[src/rtl/h_divider16_defs.sv]
// Shared constants for the restoring divider: FSM encodings and step count.
`ifndef H_DIVIDER16_DEFS_SV
`define H_DIVIDER16_DEFS_SV

`define H_DIV_ST_IDLE 2'd0
`define H_DIV_ST_RUN  2'd1
`define H_DIV_ST_DONE 2'd2
`define H_DIV_ITERS   16

`endif

[src/rtl/h_divider16_pkg.sv]
// Types and helpers shared by the restoring divider and its sub-blocks.
`include "h_divider16_defs.sv"

package h_divider16_pkg;

  localparam int unsigned CNT_W = 5;
  localparam int unsigned ITERS = `H_DIV_ITERS;

  typedef enum logic [1:0] {
    ST_IDLE = `H_DIV_ST_IDLE,
    ST_RUN  = `H_DIV_ST_RUN,
    ST_DONE = `H_DIV_ST_DONE
  } state_t;

  // True on the count value that performs the final restoring step.
  function automatic logic last_step(input logic [CNT_W-1:0] cnt);
    return cnt == CNT_W'(ITERS - 1);
  endfunction

endpackage

[src/rtl/hFullAdder.sv]
// One-bit full adder used as the ripple cell of the subtractor.
module hFullAdder (
  input  logic a,
  input  logic b,
  input  logic cin,
  output logic sum,
  output logic cout
);

  assign sum  = a ^ b ^ cin;
  assign cout = (a & b) | (a & cin) | (b & cin);

endmodule

[src/rtl/hSubtractor.sv]
// Ripple subtractor: a - b computed as a + ~b + 1; borrow is the inverted carry out.
module hSubtractor #(
  parameter int unsigned WIDTH = 17
) (
  input  logic [WIDTH-1:0] a,
  input  logic [WIDTH-1:0] b,
  output logic [WIDTH-1:0] diff,
  output logic             borrow
);

  logic [WIDTH:0] carry;

  assign carry[0] = 1'b1;

  for (genvar i = 0; i < WIDTH; i++) begin : g_bit
    hFullAdder u_fa (
      .a    (a[i]),
      .b    (~b[i]),
      .cin  (carry[i]),
      .sum  (diff[i]),
      .cout (carry[i+1])
    );
  end

  assign borrow = ~carry[WIDTH];

endmodule

[src/rtl/h_divider16.sv]
// Sequential restoring divider: one quotient bit per cycle, divide-by-zero short cut.
`include "h_divider16_defs.sv"

module h_divider16
  import h_divider16_pkg::*;
#(
  parameter int unsigned WIDTH = 16
) (
  input  logic             clk,
  input  logic             rst_n,
  input  logic             start,
  input  logic [WIDTH-1:0] dividend,
  input  logic [WIDTH-1:0] divisor,
  output logic             busy,
  output logic             done,
  output logic [WIDTH-1:0] quotient,
  output logic [WIDTH-1:0] remainder,
  output logic             div_by_zero
);

  state_t           state;
  logic [CNT_W-1:0] cnt;
  logic [WIDTH:0]   rem;
  logic [WIDTH-1:0] q;
  logic [WIDTH-1:0] divr;

  logic [WIDTH:0]   rem_sh;
  logic [WIDTH:0]   trial;
  logic             borrow;
  logic [WIDTH:0]   rem_next;
  logic [WIDTH-1:0] q_next;
  logic             unused_rem_msb;

  // Shift {rem, q} left by one, then try subtracting the divisor at WIDTH+1 bits.
  assign rem_sh = {rem[WIDTH-1:0], q[WIDTH-1]};

  hSubtractor #(
    .WIDTH (WIDTH + 1)
  ) u_sub (
    .a      (rem_sh),
    .b      ({1'b0, divr}),
    .diff   (trial),
    .borrow (borrow)
  );

  assign rem_next = borrow ? rem_sh : trial;
  assign q_next   = {q[WIDTH-2:0], ~borrow};

  // The partial remainder never exceeds the divisor, so its top bit is always 0 here.
  assign unused_rem_msb = rem[WIDTH];

  always_ff @(posedge clk) begin
    if (!rst_n) begin
      state       <= ST_IDLE;
      cnt         <= '0;
      rem         <= '0;
      q           <= '0;
      divr        <= '0;
      busy        <= 1'b0;
      done        <= 1'b0;
      quotient    <= '0;
      remainder   <= '0;
      div_by_zero <= 1'b0;
    end else begin
      case (state)
        ST_IDLE: begin
          done <= 1'b0;
          busy <= 1'b0;
          if (start) begin
            divr        <= divisor;
            div_by_zero <= 1'b0;
            busy        <= 1'b1;
            if (divisor == '0) begin
              quotient    <= '1;
              remainder   <= dividend;
              div_by_zero <= 1'b1;
              done        <= 1'b1;
              state       <= ST_DONE;
            end else begin
              rem   <= '0;
              q     <= dividend;
              cnt   <= '0;
              state <= ST_RUN;
            end
          end
        end

        ST_RUN: begin
          rem <= rem_next;
          q   <= q_next;
          cnt <= cnt + CNT_W'(1);
          if (last_step(cnt)) begin
            quotient  <= q_next;
            remainder <= rem_next[WIDTH-1:0];
            done      <= 1'b1;
            state     <= ST_DONE;
          end
        end

        ST_DONE: begin
          done  <= 1'b0;
          busy  <= 1'b0;
          state <= ST_IDLE;
        end

        default: begin
          done  <= 1'b0;
          busy  <= 1'b0;
          state <= ST_IDLE;
        end
      endcase
    end
  end

endmodule

[config.mk]
export PLATFORM = sky130hd
export DESIGN_NAME = h_divider16
export DESIGN_NICKNAME = d
export VERILOG_FILES = /design/src/rtl/h_divider16_pkg.sv /design/src/rtl/hFullAdder.sv /design/src/rtl/hSubtractor.sv /design/src/rtl/h_divider16.sv
export VERILOG_INCLUDE_DIRS = /design/src /design/src/rtl
export SDC_FILE = /design/constraint.sdc
export NUM_CORES = 1
export LEC_CHECK = 0
export BUFFER_PORTS_ARGS = -buffer_cell sky130_fd_sc_hd__buf_2
export CORE_MARGIN = 3
export CORE_UTILIZATION = 58
export CTS_BUF_LIST = sky130_fd_sc_hd__clkbuf_4
export CTS_CLUSTER_SIZE = 8
export DETAILED_ROUTE_END_ITERATION = 8
export PLACE_DENSITY = 0.91
export SKIP_CTS_REPAIR_TIMING = 1
export SYNTH_ARGS = -nofsm -noshare
export SYNTH_HDL_FRONTEND = slang
export SYNTH_HIERARCHICAL = 1
export SYNTH_SLANG_ARGS = --single-unit
[constraint.sdc]
create_clock -name clk -period 8.6 [get_ports clk]
set_input_delay 0.86 -clock clk [delete_from_list [all_inputs] [get_ports clk]]
set_output_delay 0.86 -clock clk [all_outputs]
set_load 0.1 [all_outputs]
### After elaboration in Yosys (flattened, before gate mapping)

Cells that the tools add are included.

| word-level totals | value |
|---|---|
| flip-flop bits (word level) | 90 |
| input port bits | 35 |
| output and inout bits | 35 |

| operators by class | value |
|---|---|
| $add $sub $neg | 1 |
| eq/ne operators | 6 |
| mux-type cells | 28 |
| bitwise operators | 129 |
| reduce and logical (&&, ||, !) cells | 7 |

Operator list:

| operator | number |
|---|---|
| 16-bit 2-to-1 mux | 11 |
| 16-bit case mux with 2 select lines | 4 |
| 1-bit bitwise AND | 47 |
| 1-bit OR | 34 |
| 1-bit bitwise XOR | 31 |
| 1-bit NOT | 17 |
| 16-bit zero test | 1 |
| 5-bit 2-to-1 mux | 2 |
| 5-bit case mux with 2 select lines | 1 |
| 2-bit inequality test, second input constant | 4 |
| 2-bit 2-to-1 mux | 3 |
| 5-bit by 1-bit adder with 5-bit output, second input constant | 1 |
| 5-bit by 4-bit equality test with 1-bit output, second input constant | 1 |
| 1-bit 2-to-1 mux | 4 |
| 1-bit case mux with 2 select lines | 2 |
| 2-bit case mux with 2 select lines | 1 |
| 2-bit AND reduction | 2 |
| 4-bit AND reduction | 1 |
| 3-bit AND reduction | 1 |
| 2-bit by 1-bit equality test with 1-bit output, second input constant | 1 |
| 2-bit zero test | 1 |
| 2-bit nonzero test | 1 |

### Depth between registers and ports, before layout

| logic depth | value |
|---|---|
| depth in word-level cells | 55 |
| gate-level depth with buffers | 25 |

### Modules after synthesis

Netlist, hierarchy kept.

Modules (own cells, without submodules):

| module | times used | cells each | area each (um^2) |
|---|---|---|---|
| h_divider16 | 1 | 429 | 3831.2 |
| hFullAdder | 17 | 1 | 20.0 |
| hSubtractor | 1 | 19 | 71.3 |

### Least setup slack after synthesis

Ideal clock, no wire load.

| timing path | value |
|---|---|
| path kind | reg-to-reg |
| start point | register divr[0] |
| end point | register remainder[10] |
| setup time | 123 ps |
| data arrival time | 7816 ps |
| required time | 8477 ps |
| path slack | 661 ps |
| cell stages (with the launch flop) | 26 |
| period minus slack after synthesis | 7939 ps |
| cell sequence | dfxtp_1 -> inv_1 -> fa_1 -> fa_1 -> fa_1 -> fa_1 -> fa_1 -> fa_1 -> fa_1 -> fa_1 -> fa_1 -> fa_1 -> fa_1 -> fa_1 -> fa_1 -> fa_1 -> fa_1 -> fa_1 -> fa_1 -> inv_1 -> buf_2 -> buf_2 -> mux2i_1 -> nor2_1 -> o21ai_0 -> mux2i_1 |

| on the way | value |
|---|---|
| longest elaborated chain between the ends | 55 |
| elaborated cells between the ends (all ways) | 71 |

RTL lines:

| what | line | text |
|---|---|---|
| from (decl) | h_divider16.sv:25 | `logic [WIDTH-1:0] divr;` |
| from (signal assigned) | h_divider16.sv:70 | `divr <= divisor;` |
| 1-bit NOT (*) | hSubtractor.sv:18 | `.b (~b[i]),` |
| 1-bit bitwise AND | hFullAdder.sv:11 | `assign cout = (a & b) \| (a & cin) \| (b & cin);` |
| 1-bit OR | hFullAdder.sv:11 |  |
| 1-bit OR (*) | hFullAdder.sv:11 |  |
| named net u_sub.carry[1] | hSubtractor.sv:11 | `logic [WIDTH:0] carry;` |
| 1-bit bitwise AND | hFullAdder.sv:11 |  |
| 1-bit OR | hFullAdder.sv:11 |  |
| 1-bit OR (*) | hFullAdder.sv:11 |  |
| named net u_sub.carry[2] | hSubtractor.sv:11 |  |
| [... 3 more ...] | n/a |  |
| named net u_sub.carry[3] | hSubtractor.sv:11 |  |
| [... 3 more ...] | n/a |  |
| named net u_sub.carry[4] | hSubtractor.sv:11 |  |
| [... 3 more ...] | n/a |  |
| named net u_sub.carry[5] | hSubtractor.sv:11 |  |
| [... 3 more ...] | n/a |  |
| named net u_sub.carry[6] | hSubtractor.sv:11 |  |
| [... 3 more ...] | n/a |  |
| named net u_sub.carry[7] | hSubtractor.sv:11 |  |
| [... 3 more ...] | n/a |  |
| named net u_sub.carry[8] | hSubtractor.sv:11 |  |
| [... 3 more ...] | n/a |  |
| named net u_sub.carry[9] | hSubtractor.sv:11 |  |
| [... 3 more ...] | n/a |  |
| named net u_sub.carry[10] | hSubtractor.sv:11 |  |
| [... 3 more ...] | n/a |  |
| named net u_sub.carry[11] | hSubtractor.sv:11 |  |
| [... 3 more ...] | n/a |  |
| named net u_sub.carry[12] | hSubtractor.sv:11 |  |
| [... 3 more ...] | n/a |  |
| named net u_sub.carry[13] | hSubtractor.sv:11 |  |
| [... 3 more ...] | n/a |  |
| named net u_sub.carry[14] | hSubtractor.sv:11 |  |
| [... 3 more ...] | n/a |  |
| named net u_sub.carry[15] | hSubtractor.sv:11 |  |
| [... 3 more ...] | n/a |  |
| named net u_sub.carry[16] | hSubtractor.sv:11 |  |
| 1-bit bitwise AND | hFullAdder.sv:11 |  |
| 1-bit OR | hFullAdder.sv:11 |  |
| 1-bit OR (*) | hFullAdder.sv:11 |  |
| named net u_sub.carry[17] | hSubtractor.sv:11 |  |
| 16-bit 2-to-1 mux (*) | h_divider16.sv:46 | `assign rem_next = borrow ? rem_sh : trial;` |
| 16-bit 2-to-1 mux (*) | h_divider16.sv:92 | `if (last_step(cnt)) begin` |
| 16-bit case mux with 2 select lines (*) | h_divider16.sv:65 | `case (state)` |
| to (signal assigned) | h_divider16.sv:75 | `remainder <= dividend;` |
| to (signal assigned) | h_divider16.sv:94 | `remainder <= rem_next[WIDTH-1:0];` |
| to (decl) | h_divider16.sv:17 | `output logic [WIDTH-1:0] remainder,` |

The timed path passes the listed nets; every way through them passes the cells marked *. The select of a mux whose other input is x is not followed.
A chain may end at the register's enable or synchronous reset.

### Worst setup path in the final report

| timing path | value |
|---|---|
| start point | register divr[0] |
| end point | register remainder[6] |

The elaborated chain is that of the path after synthesis.

==> impl_metrics.env <==
export IMPL_synth_top_flop_cell="dfxtp_1"
export IMPL_grt_max_degree=102
export IMPL_ys_ff_latch=90
export IMPL_clk_latency_ns=0.46
export IMPL_cp_top_family="adder cells"
export IMPL_io_buffers=69
export IMPL_synth_edff_count=0
export IMPL_initial_core_util=0.6110
export IMPL_min_path_type="reg -> reg"
export IMPL_fp_coreArea_sq_um=6944
export IMPL_wl_per_cell_um=15.03
export IMPL_ant_nets=0
export IMPL_groute_usage_overall=0.2323
export IMPL_design_area_sq_um=4710
export IMPL_fin_nets=569
export IMPL_synthToLayoutAreaGrowth_pct=11.00
export IMPL_cts_tree="yes"
export IMPL_hpwl_mm=6.509
export IMPL_path_cells="inv_1 -> fa_1 -> fa_1 -> fa_1 -> fa_1 -> fa_1 -> fa_1 -> fa_1 -> fa_1 -> fa_1 -> fa_1 -> fa_1 -> fa_1 -> fa_1 -> fa_1 -> fa_1 -> fa_1 -> fa_1 -> inv_1 -> buf_4 -> mux2i_1 -> nor2_1 -> o21ai_0 -> mux2i_1"
export IMPL_p_comb_frac=0.154
export IMPL_period_share=0.9543
export IMPL_syn_inst=465
export IMPL_ys_warn_count=6
export IMPL_syn_area_per_cell_sq_um=9.124
export IMPL_status="finished clean"
export IMPL_yosys_top_cells_area="dfxtp_1, fa_1, nand2_1"
export IMPL_path_clk_slew_ns=0.15
export IMPL_fp_dieH_um=91.53
export IMPL_powerDensity_nw_per_um2=172.5
export IMPL_ctsHtreeMaxLevel=3
export IMPL_synthMuxAreaShare=0.07549
export IMPL_dieArea_sq_um=8378
export IMPL_cts_buffers=9
export IMPL_clkSinkCount=90
export IMPL_finClkSkew_ns=0.02427
export IMPL_async_flop_share=0
export IMPL_vias=3477
export IMPL_drc=0
export IMPL_cts_root_buf="clkbuf_4"
export IMPL_die_x_um=91.53
export IMPL_antenna_found_initial=0
export IMPL_ir_drop_mv=0.1467
export IMPL_viasPerCell=5.644
export IMPL_critPathSlowestCell="fa_1"
export IMPL_wl_mm=9.259
export IMPL_fin_tns_setup_ns=0
export IMPL_worstPathBufferInverterCount=3
export IMPL_synth_xor_area_frac=0
export IMPL_drive_gt1_frac=0.2192
export IMPL_pwr_share_clk=0.299
export IMPL_clock_fmax_mhz=121.9
export IMPL_max_slew_margin=0.3782
export IMPL_placed_area_sq_um=4562
export IMPL_place_inst=600
export IMPL_ios=70
export IMPL_internal_power_w=0.0005760
export IMPL_row_count=30
export IMPL_synth_most_common_cell="dfxtp_1"
export IMPL_hold_viol_final=0
export IMPL_yosysTopAreaCell="dfxtp_1"
export IMPL_critPathArrivalTime_ns=8.55
export IMPL_post_route_min_period_ns=8.207
export IMPL_crit_path_end_kind="register"
export IMPL_share_seq_of_total_power=0.547
export IMPL_synth_fp_nets=519
export IMPL_fillCellCount=564
export IMPL_crit_required_ns=8.95
export IMPL_overflow=0
export IMPL_grt_pass1_vias=3347
export IMPL_crit_path_frequent_cell="fa_1"
export IMPL_synth_compound_area_frac=0.1932
export IMPL_detail_route_iter0_violations=241
export IMPL_grt_first_pass_wirelength_mm=15.79
export IMPL_maxSlewViolCount=0
export IMPL_synth_simple_area_share=0.1578
export IMPL_drt_first_pass_iters=4
export IMPL_layoutNonFillerInstCount=616
export IMPL_synth_area_sq_um=4243
export IMPL_ys_seq_area_frac=0.4247
export IMPL_ys_top_cells_by_count="dfxtp_1, nand2_1, a21oi_1"
export IMPL_max_cap_violations=0
export IMPL_synth_fa_ha_area_frac=0.08611
export IMPL_synth_distinct_cells=37
export IMPL_power_switching_share=0.2909
export IMPL_max_stage_delay_ns=0.40
export IMPL_clockBufferDepth=2
export IMPL_setup_violations=0
export IMPL_antenna_cells=0
export IMPL_p_leak_nw=1.927
export IMPL_cp_max_fo=18
export IMPL_tightest_slew_ns=0.9328
export IMPL_worstSetupStartpointType="register"
export IMPL_path_class="reg -> reg"
export IMPL_synth_top_area_share=0.4247
export IMPL_synth_top_family_by_area="compound AO/OA/AOI/OAI gates"
export IMPL_rsz0062_at_grt="false"
export IMPL_fin_util=0.6782
export IMPL_routabilityCongestion=0.8378
export IMPL_power_switching_w=0.0002363
[tightest hold or removal path: stages, from the launching register on]
cell     delay (ns)
dfxtp_1        0.33
nand2_1        0.05
mux2i_1        0.05
[layout by cell type (no fill, tap or decap), types with 2 or more instances in the layout]
cell type / n
o31ai_1: 16
nor2_1: 20
o221a_1: 2
clkbuf_4: 10
nand2b_1: 2
and2_1: 16
o21a_1: 2
inv_6: 2
buf_4: 5
nand2_1: 88
a31oi_1: 2
buf_2: 69
dfxtp_1: 90
clkinv_4: 2
ha_1: 2
conb_1: 2
nand3_1: 2
o21ai_0: 36
a21oi_1: 51
inv_1: 20
fa_1: 17
mux2i_1: 32
nor4_4: 4
o221a_2: 13
[cell type report]
| class | instances | area (sq um) | share of cell area |
|---|---|---|---|
| timing repair buffer | 74 | 382.9 | 0.08130 |
| clock inverter | 6 | 72.57 | 0.01541 |
| clock buffer | 10 | 75.07 | 0.01594 |
| inverter | 20 | 75.07 | 0.01594 |
| tap | 96 | 120.1 | 0.02550 |
| sequential | 90 | 1802 | 0.3826 |
| multi-input combinational | 320 | 2182 | 0.4633 |
[cell families after synthesis]
family | count (synthesis)
simple gates | 139
other cells | 2
compound gates | 128
fa+ha+maj | 19
flops | 90
buf+inv | 55
mux | 32
[sequential cells by signal (all words and copies together), names as in the netlist]
signal and cells:
done 1, remainder 16, q 16, cnt 5, rem 16, divr 16
quotient 16, div_by_zero 1, busy 1, state 2
[metrics by stage]
step           setup WS, ns  power [W]  hold slack, ns
2_1_floorplan        0.6609  0.0005424          0.4238
3_3_place_gp         0.6309  0.0005700          0.4412
4_1_cts              0.4089  0.0008139          0.4658
6_report             0.3934  0.0008122          0.4649
5_1_grt             0.02821  0.0008519          0.4882
3_5_place_dp         0.4341  0.0005767          0.4453
[power groups by stage]
stage | combinational [W] | clock [W] | sequential (W)
floorplan | 0.0000905 | 0 | 0.000452
global placement | 0.000118 | 0 | 0.000452
detailed placement | 0.000123 | 0 | 0.000453
CTS | 0.000124 | 0.000246 | 0.000444
global route | 0.000141 | 0.000264 | 0.000447
finish | 0.000125 | 0.000243 | 0.000445
[final timing paths]
check	start	end	slack (ns)	cells past startpoint
worst max-delay path	divr[0]	remainder[6]	0.39	24
worst min-delay path	remainder[0]	remainder[0]	0.46	2
worst max register to register	divr[0]	remainder[6]	0.39	24
worst min register to register	remainder[0]	remainder[0]	0.46	2
[per-layer routing]
| metal | GRT usage | wire (um) |
|---|---|---|
| met1 | 0.3126 | 4222 |
| met2 | 0.3725 | 4272 |
| met3 | 0.05385 | 620 |
| met4 | 0.06784 | 144 |
| met5 | 0 | 0 |
No activity file was read; power rests on OpenSTA's default activity.
